===== config.mk =====
export PLATFORM = sky130hd
export DESIGN_NAME = uart_rx_sequencer
export DESIGN_NICKNAME = d
export VERILOG_FILES = /design/src/rtl/uart_pkg.sv /design/src/rtl/uart_rx_bit_timer.sv /design/src/rtl/uart_rx_sequencer.sv
export SDC_FILE = /design/constraint.sdc
export NUM_CORES = 1
export LEC_CHECK = 0
export ABC_AREA = 1
export CORE_ASPECT_RATIO = 1.4
export CORE_MARGIN = 8
export CORE_UTILIZATION = 45
export CTS_CLUSTER_DIAMETER = 80
export DETAILED_ROUTE_END_ITERATION = 10
export PLACE_DENSITY_LB_ADDON = 0.08
export REMOVE_ABC_BUFFERS = 1
export SETUP_SLACK_MARGIN = 0.05
export SYNTH_ARGS = -nofsm -noshare
export SYNTH_HDL_FRONTEND = slang
export SYNTH_HIERARCHICAL = 1
export SYNTH_SLANG_ARGS = --single-unit

===== constraint.sdc =====
create_clock -name clk -period 1.85 [get_ports clk]
set_input_delay 0.37 -clock clk [delete_from_list [all_inputs] [get_ports clk]]
set_output_delay 0.37 -clock clk [all_outputs]
set_load 0.005 [all_outputs]

===== src/rtl/uart_pkg.sv =====
// uart_pkg: shared UART receive types, defaults and parity helper
package uart_pkg;
  localparam int UART_SIZE = 8;
  localparam int UART_OVERSAMPLE = 16;
  typedef enum logic [2:0] {IDLE, START, DATA, PARITY, STOP} rx_state_t;
  function automatic logic parity_mismatch(input logic data_xor, input logic par_bit, input logic odd);
    return data_xor ^ par_bit ^ odd;
  endfunction
endpackage


===== src/rtl/uart_rx_bit_timer.sv =====
// uart_rx_bit_timer: tick-gated oversample counter with mid-bit and terminal pulses
module uart_rx_bit_timer import uart_pkg::*; #(
  parameter int OVERSAMPLE = UART_OVERSAMPLE,
  localparam int W = $clog2(OVERSAMPLE)
) (
  input  logic         clk,
  input  logic         rst_n,
  input  logic         tick,
  input  logic         clr,
  input  logic [W-1:0] term,
  output logic         mid,
  output logic         fin
);
  logic [W-1:0] cnt;
  always_ff @(posedge clk or negedge rst_n)
    if (!rst_n) cnt <= '0;
    else if (tick) cnt <= (clr || cnt == term) ? '0 : cnt + 1'b1;
  assign mid = tick && cnt == W'(OVERSAMPLE/2-1);
  assign fin = tick && cnt == term;
endmodule


===== src/rtl/uart_rx_sequencer.sv =====
// uart_rx_sequencer: start detect, bit sampling, parity/stop check and valid/ready output
module uart_rx_sequencer import uart_pkg::*; #(
  parameter int SIZE = UART_SIZE,
  parameter int OVERSAMPLE = UART_OVERSAMPLE,
  parameter bit PARITY_EN = 1'b0,
  parameter bit PARITY_ODD = 1'b0
) (
  input  logic            clk,
  input  logic            rst_n,
  input  logic            tick,
  input  logic            rxd,
  input  logic            ready,
  output logic [SIZE-1:0] data,
  output logic            valid,
  output logic            frame_err,
  output logic            parity_err,
  output logic            overrun,
  output logic            busy
);
  localparam int TW = $clog2(OVERSAMPLE);
  localparam int BW = $clog2(SIZE+1);
  rx_state_t       state;
  logic            rxd_prev, perr, mid, fin;
  logic [SIZE-1:0] shreg;
  logic [BW-1:0]   bit_cnt;
  logic [TW-1:0]   term;
  // start bit only runs to its midpoint; every later bit runs a full period
  assign term = (state == START) ? TW'(OVERSAMPLE/2-1) : TW'(OVERSAMPLE-1);
  uart_rx_bit_timer #(.OVERSAMPLE(OVERSAMPLE)) u_timer (
    .clk(clk), .rst_n(rst_n), .tick(tick), .clr(state == IDLE),
    .term(term), .mid(mid), .fin(fin)
  );
  always_ff @(posedge clk or negedge rst_n)
    if (!rst_n) begin
      state <= IDLE;
      rxd_prev <= 1'b1;
      shreg <= '0;
      bit_cnt <= '0;
      perr <= 1'b0;
      data <= '0;
      valid <= 1'b0;
      frame_err <= 1'b0;
      parity_err <= 1'b0;
      overrun <= 1'b0;
      busy <= 1'b0;
    end else begin
      if (valid && ready) begin
        valid <= 1'b0;
        overrun <= 1'b0;
      end
      if (tick) begin
        rxd_prev <= rxd;
        case (state)
          IDLE: if (rxd_prev && !rxd) begin
            state <= START;
            busy <= 1'b1;
          end
          START: if (mid) begin
            if (rxd) begin
              state <= IDLE;
              busy <= 1'b0;
            end else begin
              state <= DATA;
              bit_cnt <= '0;
              perr <= 1'b0;
            end
          end
          DATA: if (fin) begin
            shreg <= {rxd, shreg[SIZE-1:1]};
            bit_cnt <= bit_cnt + 1'b1;
            if (bit_cnt == BW'(SIZE-1)) state <= PARITY_EN ? PARITY : STOP;
          end
          PARITY: if (fin) begin
            perr <= parity_mismatch(^shreg, rxd, PARITY_ODD);
            state <= STOP;
          end
          STOP: if (fin) begin
            state <= IDLE;
            busy <= 1'b0;
            // a held frame that is not being accepted this cycle wins over the new one
            if (!valid || ready) begin
              data <= shreg;
              frame_err <= ~rxd;
              parity_err <= perr;
              valid <= 1'b1;
              overrun <= 1'b0;
            end else overrun <= 1'b1;
          end
          default: state <= IDLE;
        endcase
      end
    end
endmodule


==> run_results.csv <==
group,metric,value,unit
detailed_routing,drc,0,
logic_synthesis,ys_ff_latch,34,
layout,fin_area,0.00257,mm2
global_route,grt_max_degree,35,
floorplanning,die_y,92.7,um
timing,rsz0062_at_grt,"yes",
floorplanning,initial_core_util,0.458,
layout,fin_cells,340,
worst_setup_path,cp.required,2070,ps
logic_synthesis,yosysSeqAreaShare,0.450,
worst_setup_path,arrival,2100,ps
floorplanning,die_area,0.00657,mm2
hold_path,min_path_type,"in2async",
detailed_routing,route.vias.total,1626,
logic_synthesis,synthFlopType,"dfrtp_1",
logic_synthesis,synth_edf_count,0,
placement,place_congestion,0.808,
logic_synthesis,synth.top_cell.area_share,0.436,
clock_tree,cts_tree,"yes",
global_route,grt_overflow,0,
logic_synthesis,async_flop_share,1.00,
detailed_routing,viasPerCell,4.78,
clock_tree,clk_latency,280,ps
clock_tree,cts_buffers,5,
clock_tree,clk_pin_slew,70,ps
worst_setup_path,cp_max_fo,4,
detailed_routing,dr.pass1.iters,4,
timing,min_period,1880,ps
power,leakage,1.35,nW
layout,final_common_cell,"nand2_1",
worst_setup_path,worstSetupPathType,"reg2reg",
worst_setup_path,startpoint_type,"flop",
logic_synthesis,yosys.area.top_type,"dfrtp_1",
logic_synthesis,syn_avg_cell_area,8.09,um2
timing,fmax,532,MHz
global_route,grt_busiest_layer,"met2",
timing,fin_skew,7.56,ps
global_route,grt_usage,0.131,
global_route,use_met3,0.0346,
placement,dpl_cell_area,0.00233,mm2
placement,dp_cells,322,
clock_tree,clockBufferDepth,2,
layout,fin_nets,301,
clock_tree,cts_num_sinks,34,
floorplanning,core-area,0.00413,mm2
layout,final_cell_mix,"nand2_1, dfrtp_1, buf_4",
logic_synthesis,yosysUniqueCellTypes,26,
placement,port_buffers,17,
timing,worst_slack,-29.9,ps
detailed_routing,drt_wl_total,4020,um
power,powerDensity,1240,mW/mm2
placement,dp_hpwl,2880,um
logic_synthesis,synth_area_leaders,"dfrtp_1, nand2_1, o21ai_2, inv_1, nand3_1",
global_route,grt_pass1_wl,6870,um
global_route,grt_pass1_vias,1588,
clock_tree,htreeDepth,2,
worst_setup_path,r2r_start,"state[1]$_DFFE_PN0P_",
timing,setup_viol,4,
global_route,grtUsageMet1,0.137,
global_route,met2_usage,0.236,
worst_setup_path,cp-end-kind,"flop",
worst_setup_path,r2r_slack,-30,ps
timing,final-hold-violation-count,0,
floorplanning,io_pins,18,
run,maxCapViolCount,0,
floorplanning,rows,28,
detailed_routing,postRouteAntennaNets,0,
status,violations,"setup timing",
detailed_routing,first_iter_violations,33,
timing,fin_crit_sh,1.02,
layout,synthToLayoutAreaGrowth,35.6,%
detailed_routing,wl_per_cell,11.8,um
floorplanning,die_w,70.8,um
logic_synthesis,syn_inst,234,
worst_setup_path,timing.rr.end,"state[0]$_DFFE_PN0P_",
timing,slew_viol_final,0,
logic_synthesis,syn-cell-area,0.00189,mm2
global_route,grt_antenna_before_repair,0,
worst_setup_path,r2r_cells,16,
logic_synthesis,yosys_warnings,6,
layout,postLayoutCoreUtil,0.621,
clock_tree,root_buffer,"clkbuf_8",
power,p_total,3.18,mW
layout,antenna_cells,0,
power,irDropWorstVdd,953,uV
placement,dpl_worst_slack,-135,ps
layout,drive_gt1_frac,0.302,
status,run_status,"finished with violations",
-- how the worst max path moves through the flow --
| stage | start | end | slack (ps) |
|---|---|---|---|
| 2_1_floorplan | state[2]$_DFFE_PN0P_ | data[0]$_DFFE_PN0P_ | -80 |
| 3_3_place_gp | tick | state[2]$_DFFE_PN0P_ | -100 |
| 3_5_place_dp | tick | state[2]$_DFFE_PN0P_ | -130 |
| 4_1_cts | state[1]$_DFFE_PN0P_ | state[1]$_DFFE_PN0P_ | 40 |
| 5_1_grt | state[1]$_DFFE_PN0P_ | state[1]$_DFFE_PN0P_ | -200 |
| 6_report | state[1]$_DFFE_PN0P_ | state[0]$_DFFE_PN0P_ | -30 |
-- through the flow --
step	setup TNS, ps	hold slack, ps
global route	-2440	475
detailed placement	-1040	465
global placement	-906	461
finish	-84.6	456
floorplan	-965	74.4
CTS	0	459
-- what timing repair did --
item                       4_1_cts  5_1_grt
pin swaps                        3        8
setup endpoints to repair       22       28
hold buffers                     0        0
gates cloned                     0        1
buffers inserted                 4        5
resized for setup                4       10
-- sequential cells by signal, indices dropped and copies added, names as in the netlist --
signal and cells:
bit_cnt 4, busy 1, data 8, frame_err 1, overrun 1, parity_err 1, perr 1, rxd_prev 1
shreg 8, state 3, u_timer/cnt 4, valid 1
-- metal layers --
metal	vias up	routed length, um
li1	839	-
met4	0	86
met3	6	91
met1	769	1650
met5	-	0
met2	12	2190
-- logic make-up (layout without fill, tap and decap cells) --
group | after synthesis | after routing | synth area share
other | 1 | 6 | 0.00198
adders and majority gates | 2 | 2 | 0.0132
xor gates and xnor gates | 6 | 6 | 0.0278
DFF | 34 | 34 | 0.450
AOI/OAI and AO/OA | 32 | 32 | 0.115
buffers and inverters | 37 | 93 | 0.0853
and+or+nand+nor | 122 | 122 | 0.307
-- layout make-up --
type / instances / area (um2)
tap: 45 / 56.3
multi-input combinational: 168 / 943
clock inverter: 1 / 5.00
fill: 392 / 1570
clock buffer: 7 / 86.3
timing repair buffer: 51 / 493
inverter: 34 / 130
sequential: 34 / 852
-- power by group --
group | internal [mW] | leakage, nW | total, mW | switching [mW]
combinational | 0.714 | 0.864 | 1.54 | 0.828
clock | 0.300 | 0.0482 | 0.557 | 0.257
sequential | 0.941 | 0.434 | 1.08 | 0.144
total | 1.95 | 1.35 | 3.18 | 1.23
-- synthesized netlist by cell type, types with 4 or more instances --
library cell / n
o21ai_2: 13
nand3_1: 13
nand2_4: 4
o21ai_1: 4
nor2_1: 6
a21oi_1: 5
nand2_2: 4
dfrtp_1: 33
inv_1: 26
xor2_1: 5
inv_2: 8
nand2_1: 83
o21ai_0: 8
-- critical path, cell delays in order (launching register included) --
cell      delay, ps
dfrtp_1         390
inv_2            80
nand2_4          60
nor2_4           90
inv_2            40
nand2_1          50
nand2_1          60
nor2_2           90
nand2_2          80
nor2_4          160
inv_2            70
nor2_1           80
nand3_1          90
a21boi_2        200
buf_4           140
nand3_2          70
nand2_1          70
Power figures use the tool's default switching activity.
